==> src/rtl/alu_pkg.sv <==
// Shared ALU packet definitions: opcodes, frame types, error-flag bit positions
// and the receiver state encoding.
package alu_pkg;

    typedef enum logic [2:0] {
        OP_AND = 3'b000,
        OP_OR  = 3'b001,
        OP_ADD = 3'b100,
        OP_SUB = 3'b101
    } operation_t;

    typedef enum logic {
        PKT_DATA = 1'b0,
        PKT_CMD  = 1'b1
    } packet_type_t;

    typedef enum logic [1:0] {
        ST_IDLE,
        ST_TYPE,
        ST_PAYLOAD,
        ST_STOP
    } rx_state_t;

    // Bit positions inside err_flags
    localparam int ERR_DATA = 2;
    localparam int ERR_CRC  = 1;
    localparam int ERR_OP   = 0;

    localparam logic [3:0] DATA_BYTES = 4'd8;
    localparam logic [3:0] CNT_SAT    = 4'd9;

    function automatic logic op_is_valid(input logic [2:0] code);
        case (code)
            OP_AND, OP_OR, OP_ADD, OP_SUB: return 1'b1;
            default:                       return 1'b0;
        endcase
    endfunction

endpackage

==> src/rtl/alu_crc4_serial.sv <==
// Bit-serial CRC-4, polynomial x^4+x+1, initial value 0, MSB-first input.
module alu_crc4_serial (
    input  logic       clk,
    input  logic       rst_n,
    input  logic       clear,
    input  logic       enable,
    input  logic       din,
    output logic [3:0] crc
);

    logic fb;

    assign fb = crc[3] ^ din;

    // Shift one message bit per enabled cycle; clear wins over enable
    always_ff @(posedge clk or negedge rst_n) begin
        if (!rst_n) begin
            crc <= 4'b0000;
        end else if (clear) begin
            crc <= 4'b0000;
        end else if (enable) begin
            crc <= {crc[2], crc[1], crc[0] ^ fb, fb};
        end
    end

endmodule

==> src/rtl/alu_serial_rx.sv <==
// Serial ALU packet receiver: 11-bit frames (start, type, 8 payload MSB first,
// stop), eight data bytes then one cmd byte form a packet {B, A, OP, CRC}.
// Optional CRC check: define ALU_RX_CRC_CHECK_EN to build the CRC engine.
module alu_serial_rx
    import alu_pkg::*;
(
    input  logic        clk,
    input  logic        rst_n,
    input  logic        sin,
    input  logic        pkt_ready,
    output logic        pkt_valid,
    output logic [31:0] a,
    output logic [31:0] b,
    output logic [2:0]  op,
    output logic [2:0]  err_flags,
    output logic        overrun
);

    rx_state_t    state, state_nxt;
    logic         armed;
    packet_type_t ptype;
    logic [2:0]   bit_cnt;
    logic [7:0]   pay_sr;
    logic [63:0]  data_sr;
    logic [3:0]   byte_cnt;
    logic         pkt_done;
    logic         crc_bad;
    logic [2:0]   err_nxt;

    // A packet completes on any cmd stop bit, or on a broken data-frame stop bit
    assign pkt_done = (state == ST_STOP) && (ptype == PKT_CMD || !sin);

`ifdef ALU_RX_CRC_CHECK_EN
    logic       crc_en;
    logic       crc_din;
    logic [3:0] crc_val;

    // Data bytes feed all 8 bits; cmd bytes feed only {1, OP}, never the CRC field
    assign crc_en  = (state == ST_PAYLOAD) && (ptype == PKT_DATA || bit_cnt < 3'd4);
    assign crc_din = (ptype == PKT_CMD && bit_cnt == 3'd0) ? 1'b1 : sin;

    alu_crc4_serial u_crc (
        .clk    (clk),
        .rst_n  (rst_n),
        .clear  (pkt_done),
        .enable (crc_en),
        .din    (crc_din),
        .crc    (crc_val)
    );

    assign crc_bad = (crc_val != pay_sr[3:0]);
`else
    assign crc_bad = 1'b0;
`endif

    // State register
    always_ff @(posedge clk or negedge rst_n) begin
        if (!rst_n) state <= ST_IDLE;
        else        state <= state_nxt;
    end

    // Next-state: a start bit is ignored until one clock after reset release
    always_comb begin
        state_nxt = state;
        case (state)
            ST_IDLE:    if (armed && !sin) state_nxt = ST_TYPE;
            ST_TYPE:    state_nxt = ST_PAYLOAD;
            ST_PAYLOAD: if (bit_cnt == 3'd7) state_nxt = ST_STOP;
            ST_STOP:    state_nxt = ST_IDLE;
            default:    state_nxt = ST_IDLE;
        endcase
    end

    // Frame datapath: payload shift, data-byte accumulation and byte counting
    always_ff @(posedge clk or negedge rst_n) begin
        if (!rst_n) begin
            armed    <= 1'b0;
            ptype    <= PKT_DATA;
            bit_cnt  <= 3'd0;
            pay_sr   <= 8'd0;
            data_sr  <= 64'd0;
            byte_cnt <= 4'd0;
        end else begin
            armed <= 1'b1;
            case (state)
                ST_TYPE: begin
                    ptype   <= packet_type_t'(sin);
                    bit_cnt <= 3'd0;
                end
                ST_PAYLOAD: begin
                    pay_sr  <= {pay_sr[6:0], sin};
                    bit_cnt <= bit_cnt + 3'd1;
                end
                ST_STOP: begin
                    if (!sin || ptype == PKT_CMD) begin
                        byte_cnt <= 4'd0;
                    end else begin
                        data_sr <= {data_sr[55:0], pay_sr};
                        if (byte_cnt != CNT_SAT) byte_cnt <= byte_cnt + 4'd1;
                    end
                end
                default: ;
            endcase
        end
    end

    // Error classification with exclusive priority DATA > CRC > OP
    always_comb begin
        err_nxt = 3'b000;
        if (!sin || byte_cnt != DATA_BYTES) err_nxt[ERR_DATA] = 1'b1;
        else if (crc_bad)                   err_nxt[ERR_CRC]  = 1'b1;
        else if (!op_is_valid(pay_sr[6:4])) err_nxt[ERR_OP]   = 1'b1;
    end

    // Output packet register with valid/ready hold and overrun on a dropped packet
    always_ff @(posedge clk or negedge rst_n) begin
        if (!rst_n) begin
            pkt_valid <= 1'b0;
            a         <= 32'd0;
            b         <= 32'd0;
            op        <= 3'd0;
            err_flags <= 3'd0;
            overrun   <= 1'b0;
        end else begin
            overrun <= 1'b0;
            if (pkt_done && (!pkt_valid || pkt_ready)) begin
                pkt_valid <= 1'b1;
                a         <= data_sr[31:0];
                b         <= data_sr[63:32];
                op        <= pay_sr[6:4];
                err_flags <= err_nxt;
            end else if (pkt_done) begin
                overrun <= 1'b1;
            end else if (pkt_ready) begin
                pkt_valid <= 1'b0;
            end
        end
    end

endmodule

==> config.mk <==
export PLATFORM = sky130hd
export DESIGN_NAME = alu_serial_rx
export DESIGN_NICKNAME = d
export VERILOG_FILES = /design/src/rtl/alu_pkg.sv /design/src/rtl/alu_crc4_serial.sv /design/src/rtl/alu_serial_rx.sv
export SDC_FILE = /design/constraint.sdc
export NUM_CORES = 1
export LEC_CHECK = 0
export ABC_AREA = 1
export BUFFER_PORTS_ARGS = -buffer_cell sky130_fd_sc_hd__clkbuf_2
export CAP_MARGIN = 10
export CORE_UTILIZATION = 52
export DETAILED_ROUTE_END_ITERATION = 7
export HOLD_SLACK_MARGIN = 0.03
export PLACE_DENSITY = 0.76
export SLEW_MARGIN = 20
export SYNTH_ARGS = -nofsm -noshare
export SYNTH_HDL_FRONTEND = slang
export SYNTH_SLANG_ARGS = --single-unit
==> constraint.sdc <==
create_clock -name clk -period 1.35 [get_ports clk]
set_input_delay 0.135 -clock clk [delete_from_list [all_inputs] [get_ports clk]]
set_output_delay 0.135 -clock clk [all_outputs]
set_load 0.1 [all_outputs]
==> key figures <==
Run status
  • Run status: completed

Die
  • CORE AREA: 11000 µm²
  • Row count: 38
  • Die Footprint: 11900 µm²
  • # IOs: 76
  • Die Wd: 109 µm
  • Initial Util: 54.1%
  • Die height: 109 µm

Clock network
  • CTS Buffer Depth: 2
  • Clock insertion delay at the later pin of the skew report: 420 ps
  • TritonCTS Buffers: 17
  • H-tree levels: 4
  • # clock sinks: 154
  • Reg clk slew, reported paths: 60 ps
  • Clock root buffer: clkbuf_16
  • TritonCTS clock tree: done

GRT
  • Layer with the highest usage: met2
  • Global route total overflow: 0
  • Met3 Resource Use GR: 6.34%
  • Overall Global Routing Usage: 22.4%
  • M2 GR Usage: 38.4%
  • Vias in the first global route: 4307
  • Met1 global-route usage: 25.8%
  • Initial antenna violation count: 0
  • Largest net degree at the start of global routing: 69
  • First-pass GRT wire length: 19.7 mm

Final layout
  • Area Growth Syn to Fin: 27.4%
  • Register Area: 3860 µm²
  • Area of the multi-input gates: 1680 µm²
  • Post-Route Utilization: 69.0%
  • Nets: 724
  • ANT cells: 0
  • Fill count: 779
  • Layout cells sized above 1: 19.4%

Timing
  • Final Skew: 10.6 ps
  • Fmax: 752 MHz
  • Final min period: 1330 ps
  • Endpoints failing setup: 0
  • Final hold violations: 0
  • Pins Over Slew Limit: 0
  • Period utilization: 98.5%

Synth
  • Synth Warn #: 0
  • Mean Syn Cell Area: 9.62 µm²
  • Synth Net Count: 631
  • Synth top area share: 64.8%
  • Synth top area cells: dfrtp_1 (65%), nand2_1 (13%), o21ai_1 (6.7%)
  • Post-Syn Area: 5940 µm²
  • Area leader, netlist: dfrtp_1
  • Synth cell types: 20
  • Post-synthesis sequential area ratio: 64.8%
  • Mapped Cells: 618
  • Synth Register Bits: 154

Drt
  • Vias per cell: 5.22
  • DR iter-0 viols: 351
  • Drt pass-1 iters: 5
  • ANT nets after route: 0
  • WL/cell: 15.6 µm
  • Drt total wl: 13.4 mm
  • Via Count: 4509
  • Drt drc: 0

Critical path
  • Slowest cell delay on critical path: 410 ps
  • CP max stage cell: dfrtp_1
  • Critical Path, Cell by Cell: ha_4 > nand3_4 > buf_12 > clkbuf_16 > o21ai_0
  • Crit-path leading delay family: flip-flops
  • Buffers & Inverters on Critical Path: 2
  • Setup Crit Path Kind: reg2reg
  • WP data arrival: 1650 ps
  • CP max FO: 13
  • Worst path required time: 1670 ps
  • Startpoint class of the critical path: flip-flop
  • Crit end category: flip-flop

Worst hold path
  • Min-delay worst type: in2reg

Place
  • Post-DP HPWL: 7.95 mm
  • RD Place Congestion: 0.832
  • I/O Buffers: 74

Flow run
  • Max cap viols: 0
==> metal layers <==
metal	part of all wire [%]	wire (µm)
met5	0	0
met2	52	7000
met3	5.3	708
met1	41	5540
met4	1.5	204
==> worst reg2reg max path, delay by kind of cell (launching register included) <==
family,cells,cell delay [ps]
AO/OA/AOI/OAI,1,190
flip-flops,1,410
adder cells (fa/ha/maj),1,210
AND/OR/NAND/NOR,1,80
buffers and inverters,2,330
==> worst paths after layout <==
kind                       cells after the start                       to  slack (ps)                  from
min in group asynchronous                      2        b[25]$_DFFE_PN0P_         220                 rst_n
setup reg to reg                               5         b[6]$_DFFE_PN0P_          20  state[0]$_DFFE_PN0P_
hold / removal                                 3        ptype$_DFFE_PN0N_          70                   sin
hold reg to reg                                2        b[30]$_DFFE_PN0P_         470     b[30]$_DFFE_PN0P_
max in group asynchronous                      3  data_sr[60]$_DFFE_PN0P_         510                 rst_n
setup / recovery                               5         b[6]$_DFFE_PN0P_          20  state[0]$_DFFE_PN0P_
==> metrics by stage <==
step                      cells  area (µm²)  setup slack, ps  hold slack (ps)  TNS [ps]
after global placement      821        6710             82.1              105         0
after CTS                   854        7390             1.39             51.6         0
after floorplan             618        5970            -11.1             -161      -303
final                       863        7570             20.9             73.6         0
after global routing        863        7570            -28.5             75.4     -72.5
after detailed placement    821        6710             6.19              108         0
==> cell usage in the layout (no fill, tap or decap), types with 2 or more instances in the layout <==
| master | count |
|---|---|
| clkbuf_1 | 5 |
| nand2_2 | 3 |
| bufinv_16 | 4 |
| buf_4 | 60 |
| ha_1 | 8 |
| nand3_1 | 9 |
| dfrtp_1 | 153 |
| clkinv_2 | 4 |
| conb_1 | 2 |
| nor2_1 | 5 |
| o21ai_0 | 45 |
| buf_6 | 3 |
| dlygate4sd3_1 | 2 |
| nand3_4 | 2 |
| nand2_1 | 198 |
| o21ai_1 | 81 |
| inv_1 | 69 |
| clkbuf_4 | 22 |
| clkbuf_16 | 22 |
| a21oi_1 | 3 |
| buf_12 | 8 |
| nand4_1 | 2 |
| clkbuf_2 | 2 |
==> repair_timing <==
item	in CTS	in global routing
endpoints found under the hold margin	109	0
pin swaps	0	1
hold buffers	2	0
endpoints found under the setup margin	23	30
buffers inserted	0	2
resized for setup	24	8
gates cloned	0	7
==> area by class of cell <==
type	count	area share, %
Clock buffer	22	5.86
Clock inverter	9	1.95
Inverter	71	3.55
Multi-Input combinational cell	363	22.2
Sequential cell	154	50.9
Tap cell	140	2.31
Timing Repair Buffer	104	13.2
==> registers in the layout (all words and copies together) (netlist names) <==
name	flops
data_sr	64
ptype	1
op	3
armed	1
pay_sr	8
state	2
bit_cnt	3
pkt_valid	1
overrun	1
a	32
b	32
err_flags	2
byte_cnt	4
==> logic make-up after synthesis <==
kind of cell	after synthesis	synth area share, %
other	2	0.126
AO/OA/AOI/OAI	129	10.9
AND/OR/NAND/NOR	223	14.7
flip-flops	154	64.8
adder cells (fa/ha/maj)	9	1.89
buffers and inverters	101	7.56
==> cell usage after synthesis, drive strengths merged <==
| cell type | instances |
|---|---|
| nand2 | 202 |
| dfrtp | 154 |
| o21ai | 126 |
| inv | 71 |
| buf | 21 |
| nand3 | 12 |
| clkbuf | 9 |
| ha | 9 |
| nor2 | 6 |
| a21oi | 3 |
| conb | 2 |
| nand4 | 2 |
| nor3 | 1 |
Power is not shown: default switching activity piles up to over one toggle a cycle in this logic, so the estimate is an artifact.
